[src/rtl/sync_debounce_edge_pkg.sv]
// Shared definitions for the debounce/edge front end:
// the state encoding and the counter width helper.
package sync_debounce_edge_pkg;

   typedef enum logic [1:0] {
      S_LOW      = 2'd0,
      S_CHK_HIGH = 2'd1,
      S_HIGH     = 2'd2,
      S_CHK_LOW  = 2'd3
   } state_t;

   // Index of the highest set bit; 0 for an input of 0 so a width derived from
   // it is never zero.
   function automatic int f_msb(input int unsigned value);
      int msb;
      msb = 0;
      for (int i = 0; i < 32; i++) begin
         if (value[i]) msb = i;
      end
      return msb;
   endfunction

endpackage

[src/rtl/bit_sync.sv]
// Single-bit synchroniser: a STAGES-deep flop chain with a synchronous
// active-low reset to a configurable level.
module bit_sync #(
   parameter int   STAGES = 2,
   parameter logic INIT   = 1'b0
) (
   input  logic clk,
   input  logic rst,
   input  logic d,
   output logic q
);

   logic [STAGES-1:0] chain;

   // NOTE: non-blocking assignment so each stage captures the previous stage's
   // value from before the edge; blocking here would collapse the chain.
   always_ff @(posedge clk) begin
      if (!rst) chain <= {STAGES{INIT}};
      else      chain <= {chain[STAGES-2:0], d};
   end

   assign q = chain[STAGES-1];

endmodule

[src/rtl/sync_debounce_edge.sv]
// Synchronise, debounce and edge-detect one asynchronous input; also keeps a
// saturating count of rejected candidate edges.
module sync_debounce_edge
   import sync_debounce_edge_pkg::*;
#(
   parameter int   SYNC_STAGES = 2,
   parameter int   DEB_CNT     = 1000,
   parameter logic INIT_LEVEL  = 1'b0,
   parameter int   GCNT_W      = 8
) (
   input  logic              clk,
   input  logic              rst,
   input  logic              sig_async,
   input  logic              clr_glitch,
   output logic              level,
   output logic              rise_pulse,
   output logic              fall_pulse,
   output logic              glitch_pulse,
   output logic [GCNT_W-1:0] glitch_cnt
);

   localparam int                CNT_W    = f_msb(DEB_CNT - 1) + 1;
   localparam logic [CNT_W-1:0]  CNT_LAST = CNT_W'(DEB_CNT - 1);
   localparam logic [GCNT_W-1:0] GCNT_MAX = '1;

   logic              sync_q;
   state_t            state, state_nxt;
   logic [CNT_W-1:0]  cnt, cnt_nxt;
   logic              level_nxt;
   logic              rise_ev, fall_ev, glitch_ev;
   logic [GCNT_W-1:0] gcnt_nxt;

   bit_sync #(
      .STAGES (SYNC_STAGES),
      .INIT   (INIT_LEVEL)
   ) u_sync (
      .clk (clk),
      .rst (rst),
      .d   (sig_async),
      .q   (sync_q)
   );

   // NOTE: every variable gets a default before the case so no path leaves
   // one unassigned, which would otherwise infer a latch.
   always_comb begin
      state_nxt = state;
      cnt_nxt   = cnt;
      level_nxt = level;
      rise_ev   = 1'b0;
      fall_ev   = 1'b0;
      glitch_ev = 1'b0;
      case (state)
         S_LOW: begin
            if (sync_q) begin
               state_nxt = S_CHK_HIGH;
               cnt_nxt   = '0;
            end
         end
         S_CHK_HIGH: begin
            if (!sync_q) begin
               state_nxt = S_LOW;
               glitch_ev = 1'b1;
            end else if (cnt == CNT_LAST) begin
               state_nxt = S_HIGH;
               level_nxt = 1'b1;
               rise_ev   = 1'b1;
            end else begin
               cnt_nxt = cnt + CNT_W'(1);
            end
         end
         S_HIGH: begin
            if (!sync_q) begin
               state_nxt = S_CHK_LOW;
               cnt_nxt   = '0;
            end
         end
         S_CHK_LOW: begin
            if (sync_q) begin
               state_nxt = S_HIGH;
               glitch_ev = 1'b1;
            end else if (cnt == CNT_LAST) begin
               state_nxt = S_LOW;
               level_nxt = 1'b0;
               fall_ev   = 1'b1;
            end else begin
               cnt_nxt = cnt + CNT_W'(1);
            end
         end
         default: state_nxt = S_LOW;
      endcase
   end

   // Clear takes effect first, so a coincident glitch still counts as one.
   always_comb begin
      gcnt_nxt = glitch_cnt;
      if (clr_glitch) gcnt_nxt = '0;
      if (glitch_ev && (gcnt_nxt != GCNT_MAX)) gcnt_nxt = gcnt_nxt + GCNT_W'(1);
   end

   always_ff @(posedge clk) begin
      if (!rst) begin
         state        <= INIT_LEVEL ? S_HIGH : S_LOW;
         cnt          <= '0;
         level        <= INIT_LEVEL;
         rise_pulse   <= 1'b0;
         fall_pulse   <= 1'b0;
         glitch_pulse <= 1'b0;
         glitch_cnt   <= '0;
      end else begin
         state        <= state_nxt;
         cnt          <= cnt_nxt;
         level        <= level_nxt;
         rise_pulse   <= rise_ev;
         fall_pulse   <= fall_ev;
         glitch_pulse <= glitch_ev;
         glitch_cnt   <= gcnt_nxt;
      end
   end

endmodule

[config.mk]
export PLATFORM = sky130hd
export DESIGN_NAME = sync_debounce_edge
export DESIGN_NICKNAME = d
export VERILOG_FILES = /design/src/rtl/sync_debounce_edge_pkg.sv /design/src/rtl/bit_sync.sv /design/src/rtl/sync_debounce_edge.sv
export SDC_FILE = /design/constraint.sdc
export NUM_CORES = 1
export LEC_CHECK = 0
export ABC_AREA = 1
export CORE_MARGIN = 2
export CORE_UTILIZATION = 55
export CTS_CLUSTER_SIZE = 28
export DETAILED_ROUTE_END_ITERATION = 8
export PLACE_DENSITY = 0.78
export SYNTH_ARGS = -nofsm -noshare
export SYNTH_HDL_FRONTEND = slang
export SYNTH_HIERARCHICAL = 1
export SYNTH_SLANG_ARGS = --single-unit
[constraint.sdc]
create_clock -name clk -period 1.9 [get_ports clk]
set_clock_uncertainty 0.2 [all_clocks]
set_input_delay 0.285 -clock clk [delete_from_list [all_inputs] [get_ports clk]]
set_output_delay 0.285 -clock clk [all_outputs]
set_load 0.05 [all_outputs]
---- Word level (Yosys, flattened, before mapping) ----
Index checks and enable logic that the tools add are counted.
storage, ports and cells
  word-level logic and storage cells ...... 57
  input bits .............................. 4
  register bits after elaboration ......... 26
  bits in writable memories ............... 0
  memories ................................ 0
  latch bits .............................. 0
  ROM bits ................................ 0
  output and inout port bits .............. 12
operators by class
  $lt $le $gt $ge ......................... 0
  equal/unequal tests ..................... 13
  shifts and indexed selects .............. 0
  divide/modulo/power cells ............... 0
  muxes and demuxes ....................... 24
  add/sub/neg operators ................... 2
  reduce and logical (&&, ||, !) cells .... 8
  multipliers ............................. 0
  bitwise gates (word level) .............. 2
operators by type and width
  operator                                               count
  two-way mux 10 bit                                     5
  one-hot mux 10 bit (4 select lines)                    1
  two-way mux 8 bit                                      2
  two-way mux 2 bit                                      6
  adder 10 x 1 -> 10 bit, second input constant          1
  equality test 10 bit, second input constant            1
  adder 8 x 1 -> 8 bit, second input constant            1
  inequality test 2 bit, second input constant           4
  inequality test 8 bit, second input constant           1
  one-hot mux 2 bit (4 select lines)                     1
  AND reduction 4 bit                                    2
  two-way mux 1 bit                                      7
  AND reduction 5 bit                                    1
  equality test 2 bit, second input constant             2
  inequality test 2 x 1 -> 1 bit, second input constant  2
  one-hot mux 1 bit (2 select lines)                     2
  inequality test 3 x 2 -> 1 bit, second input constant  1
  inequality test 3 bit, second input constant           1
  AND reduction 3 bit                                    1
  OR reduction 3 bit                                     1
  equality test 2 x 1 -> 1 bit, second input constant    1
  logical NOT 2 bit                                      1
  inverter 1 bit                                         2
  nonzero test 2 bit                                     1
  logical AND 1 bit                                      1

---- Depth between registers and ports, before layout ----
  word-level depth ........................ 4
  mapped depth ............................ 11
  depth with buffers taken out ............ 11

---- Cells and area by module ----
Netlist, hierarchy kept.
modules (own cells, without submodules)
  module              cells each  instances  area each (um2)  sequential area each (um2)
  sync_debounce_edge  221         1          1397.6           480.5
  bit_sync            6           1          55.1             40.0

---- Worst setup path before layout ----
No wires, ideal clock.
  kind .................................... reg2reg
  start point ............................. register glitch_cnt[1]
  end point ............................... register glitch_cnt[1]
  library setup time ...................... 0.116 ns
  clock period less this slack ............ 2.020 ns
  required time ........................... 1.584 ns
  slack ................................... -0.120 ns
  buffers on the path ..................... 0
  stages on the path, launching flop included .. 11
  data arrival time ....................... 1.704 ns
  cells stage by stage .................... dfxtp_1 inv_1 nor2_1 ha_1 nand2_1 nor2_2 nand3_4 nand2_4 inv_2 nor2_1 nor2_1
on the way
  longest elaborated chain between the ends .. 4
  elaborated cells between the ends (all ways) .. 5
  those cells by class .................... add/sub: 1; eq/ne: 1; mux: 2; reduce/logical: 1
ends and longest elaborated chain
  element                                                       RTL line                   source
  start, declared                                               sync_debounce_edge.sv:19   output logic [GCNT_W-1:0] glitch_cnt
  start signal, assigned                                        sync_debounce_edge.sv:116  glitch_cnt <= gcnt_nxt;
  two-way mux 8 bit *                                           sync_debounce_edge.sv:96   if (clr_glitch) gcnt_nxt = '0;
  branches (longest 2 deep; another with adder 8 x 1 -> 8 bit)  n/a
  two-way mux 8 bit *                                           sync_debounce_edge.sv:97   if (glitch_ev && (gcnt_nxt != GCNT_MAX)) gcnt_nxt = gcnt_nxt + GCNT_W'(1);
Mark *: on every way between the ends.
A chain may end at the register's enable or synchronous reset.

---- Worst setup path after layout ----
  start point ............................. input clr_glitch
  end point ............................... register glitch_cnt[1]
on the way
  longest elaborated chain between the ends .. 4
  elaborated cells between the ends (all ways) .. 5
  those cells by class .................... add/sub: 1; eq/ne: 1; mux: 2; reduce/logical: 1
ends and longest elaborated chain
  element                                                       RTL line                  source
  start, declared                                               sync_debounce_edge.sv:14  input logic clr_glitch,
  two-way mux 8 bit *                                           sync_debounce_edge.sv:96
  branches (longest 2 deep; another with adder 8 x 1 -> 8 bit)  n/a
  two-way mux 8 bit *                                           sync_debounce_edge.sv:97
Marks and branches as above.

==> results <==
## registers in the layout, summed over array words and instances, names as in the netlist, named ones only
register,cells
glitch_cnt,8
rise_pulse,1
cnt,10
state,1
fall_pulse,1
level,1
glitch_pulse,1
u_sync/chain,2
## where the power goes
part           total, uW  switching, uW  internal [uW]
clock network        235            161           74.3
logic               63.7           40.0           23.7
registers            552           3.07            549
total                851            204            647
## cell usage in the layout (no fill, tap or decap), drive strengths merged, types with 2 or more instances in the layout
cell type	count
clkdlybuf4s50	3
nand2	67
a21oi	10
o21ai	4
clkbuf	3
inv	36
nor2	50
nand4	5
nor3	3
buf	24
dfxtp	26
ha	2
nand3	17
## area by class of cell
type                    count  area [um2]  area share
clock buffers               3       22.52     0.01314
multi-input cells         162       783.3      0.4569
flip-flops and latches     26       523.0      0.3051
repair buffers             27       210.2      0.1226
well taps                  30       37.54     0.02190
inverters                  36       137.6     0.08029
## cell families after synthesis
logic type                 count (synthesis)  share of synthesized area
DFF                                       26                     0.3583
buffers and inverters                     39                     0.1059
adders and majority gates                  2                    0.01722
AOI/OAI and AO/OA                         16                    0.05772
and+or+nand+nor                          144                     0.4608
## critical path, delay by kind of cell
family        cells  cell delay (ns)
simple gates      7             0.80
buf+inv           2             0.49
fa+ha+maj         1             0.19
## timing repair
item | 4_1_cts | 5_1_grt
hold buffers | 0 | 0
endpoints found under the setup margin | 0 | 2
buffers inserted | 0 | 0
resized for setup | 0 | 1
## metal layers
layer | up-vias | global-route usage | share of wire
met4 | 0 | 0.06272 | 0.010
met5 | - | 0 | 0
met2 | 24 | 0.3537 | 0.48
met1 | 649 | 0.2786 | 0.48
li1 | 758 | - | -
met3 | 4 | 0.03513 | 0.030
## Yosys cell counts, drive strengths merged
cell type	count
nand2	67
nor2	50
inv	36
dfxtp	26
nand3	17
a21oi	10
nand4	5
o21ai	4
nor3	3
buf	2
ha	2
a31oi	1
clkbuf	1
nor4	1
o21a	1
or2	1
## worst max-delay path by stage
stage	from	end	depth (start not counted)
after floorplan	glitch_cnt[1]$_SDFF_PN0_	glitch_cnt[1]$_SDFF_PN0_	10
final	clr_glitch	glitch_cnt[1]$_SDFF_PN0_	10
after CTS	clr_glitch	glitch_cnt[1]$_SDFF_PN0_	10
after global placement	clr_glitch	glitch_cnt[0]$_SDFF_PN0_	10
after global routing	clr_glitch	glitch_cnt[0]$_SDFF_PN0_	11
after detailed placement	clr_glitch	glitch_cnt[1]$_SDFF_PN0_	10
## through the flow
step / TNS [ns] / area (um2)
3_5_place_dp: -1.328 / 1687
2_1_floorplan: 0 / 1455
6_report: 0 / 1714
5_1_grt: 0 / 1714
4_1_cts: 0 / 1709
3_3_place_gp: -0.7601 / 1687
==> results by group <==
Synthesis
  • Gate count of the mapped netlist: 227
  • Number of synthesized register bits: 26
  • Seq/Total Area, Yosys: 0.3583
  • Post-synthesis cell type count: 24
  • Synth top area share: 0.3583
  • Largest cells by area after synthesis: dfxtp_1 (36%), nand2_1 (17%), nor2_1 (11%), inv_1 (8.3%), nand3_1 (5.2%)
  • Post-Synthesis Cell Area: 1453 um2
  • Syn avg cell area: 6.399 um2
  • YS warnings: 6
  • Mapped Nets: 233
  • Synth area leader: dfxtp_1

Layout
  • # diodes: 0
  • # fillers: around 240
  • Fin util: 0.6857
  • Area Overhead vs Synth: 18.00%
  • Fin cells: 284
  • Layout cells sized above 1: 0.1732
  • Nets: 262

STA
  • Worst-margin pin slew: 0.3027 ns
  • Min Tclk post-route: 1.753 ns
  • Fin worst setup slack: 0.1467 ns
  • Hold WS: 0.2537 ns
  • Final hold vios: 0
  • Max Freq: 570.4 MHz
  • Slew HR: 0.7967
  • Slew Viols, Final: 0
  • RSZ-0062 raised after global routing: false
  • Final setup fails: 0
  • Crit share post-route: 0.9228

Drt
  • Total vias in the final route: 1435
  • ANT nets after route: 0
  • Via/cell ratio: 5.053
  • TritonRoute pass-1 iters: 4
  • Post-Route WL: 3064 um
  • DR DRC count: 0
  • Initial drt markers: 55
  • Drt wl/cell: 10.79 um

Floorplan
  • Die Wd: around 55 um
  • I/O Pins: 16
  • Die Ht: roughly 55 um
  • Die ar.: approximately 3100 um2
  • Initial Utilization: 0.5811
  • Core footprint: 2500 um2
  • Rows: 18

Worst hold path
  • Hold path depth: 2
  • Hold/Removal Path Class: reg2reg
  • Worst hold start: u_sync/chain[0]$_SDFF_PN0_
  • Hold-critical path endpoint: u_sync/chain[1]$_SDFF_PN0_

Critical path
  • Critical Path Sink Type: register
  • R2R setup slack: 0.17 ns
  • Slowest stage delay, CP: 0.43 ns
  • Slowest CP cell: clkdlybuf4s50_1
  • Worst Path Required: 1.92 ns
  • CP arrival: 1.77 ns
  • Most frequent CP cell: nor2_1
  • Setup Crit Path Kind: in2reg
  • R2r startpoint: glitch_cnt[0]$_SDFF_PN0_
  • FF-to-FF End: glitch_cnt[1]$_SDFF_PN0_
  • Reg2reg path depth: 10
  • Critical Path Start Type: primary input
  • Critical-path cell list: clkdlybuf4s50_1 -> nor2_1 -> ha_1 -> nand2_1 -> nor2_4 -> nand3_4 -> nand2_4 -> inv_2 -> nor2_1 -> nor2_1
  • CP Max Fanout: 5

Power and ir drop
  • Peak supply drop: about 0.00039 V
  • Overall Power: 851.1 uW
  • PD cells: 496.5 nW/um2
  • Leak: roughly 0.00078 uW

Clock network
  • Max Buffers Root-to-Sink: 2
  • H-Tree Depth: 1
  • CTS tree: yes
  • Num CTS Buffers: 3
  • Clock latency on the worst-skew pair: around 0.32 ns
  • CTS root buffer: clkbuf_4
  • Clock-pin slew on the worst setup and hold paths: 0.13 ns
  • CTS Sinks: 26

Global routing
  • Largest net degree at the start of global routing: 16
  • First-pass GRT wire length: 5285 um
  • Vias in the first global route: 1272
  • Initial antenna violation count: 0
  • Global Route Usage Sum: 0.2113
  • Aggregate global routing overflow: 0

Place
  • DP Worst Slack: -0.2182 ns
  • DP Wirelength: 2351 um
  • IO buf count: 15
  • Placed Cells: 281
  • GPL Wtd Cong: between 0.8 and 0.9

Outcome
  • Status: finished clean

Job
  • Number of max-cap violations: 0
Power figures use the tool's default switching activity.
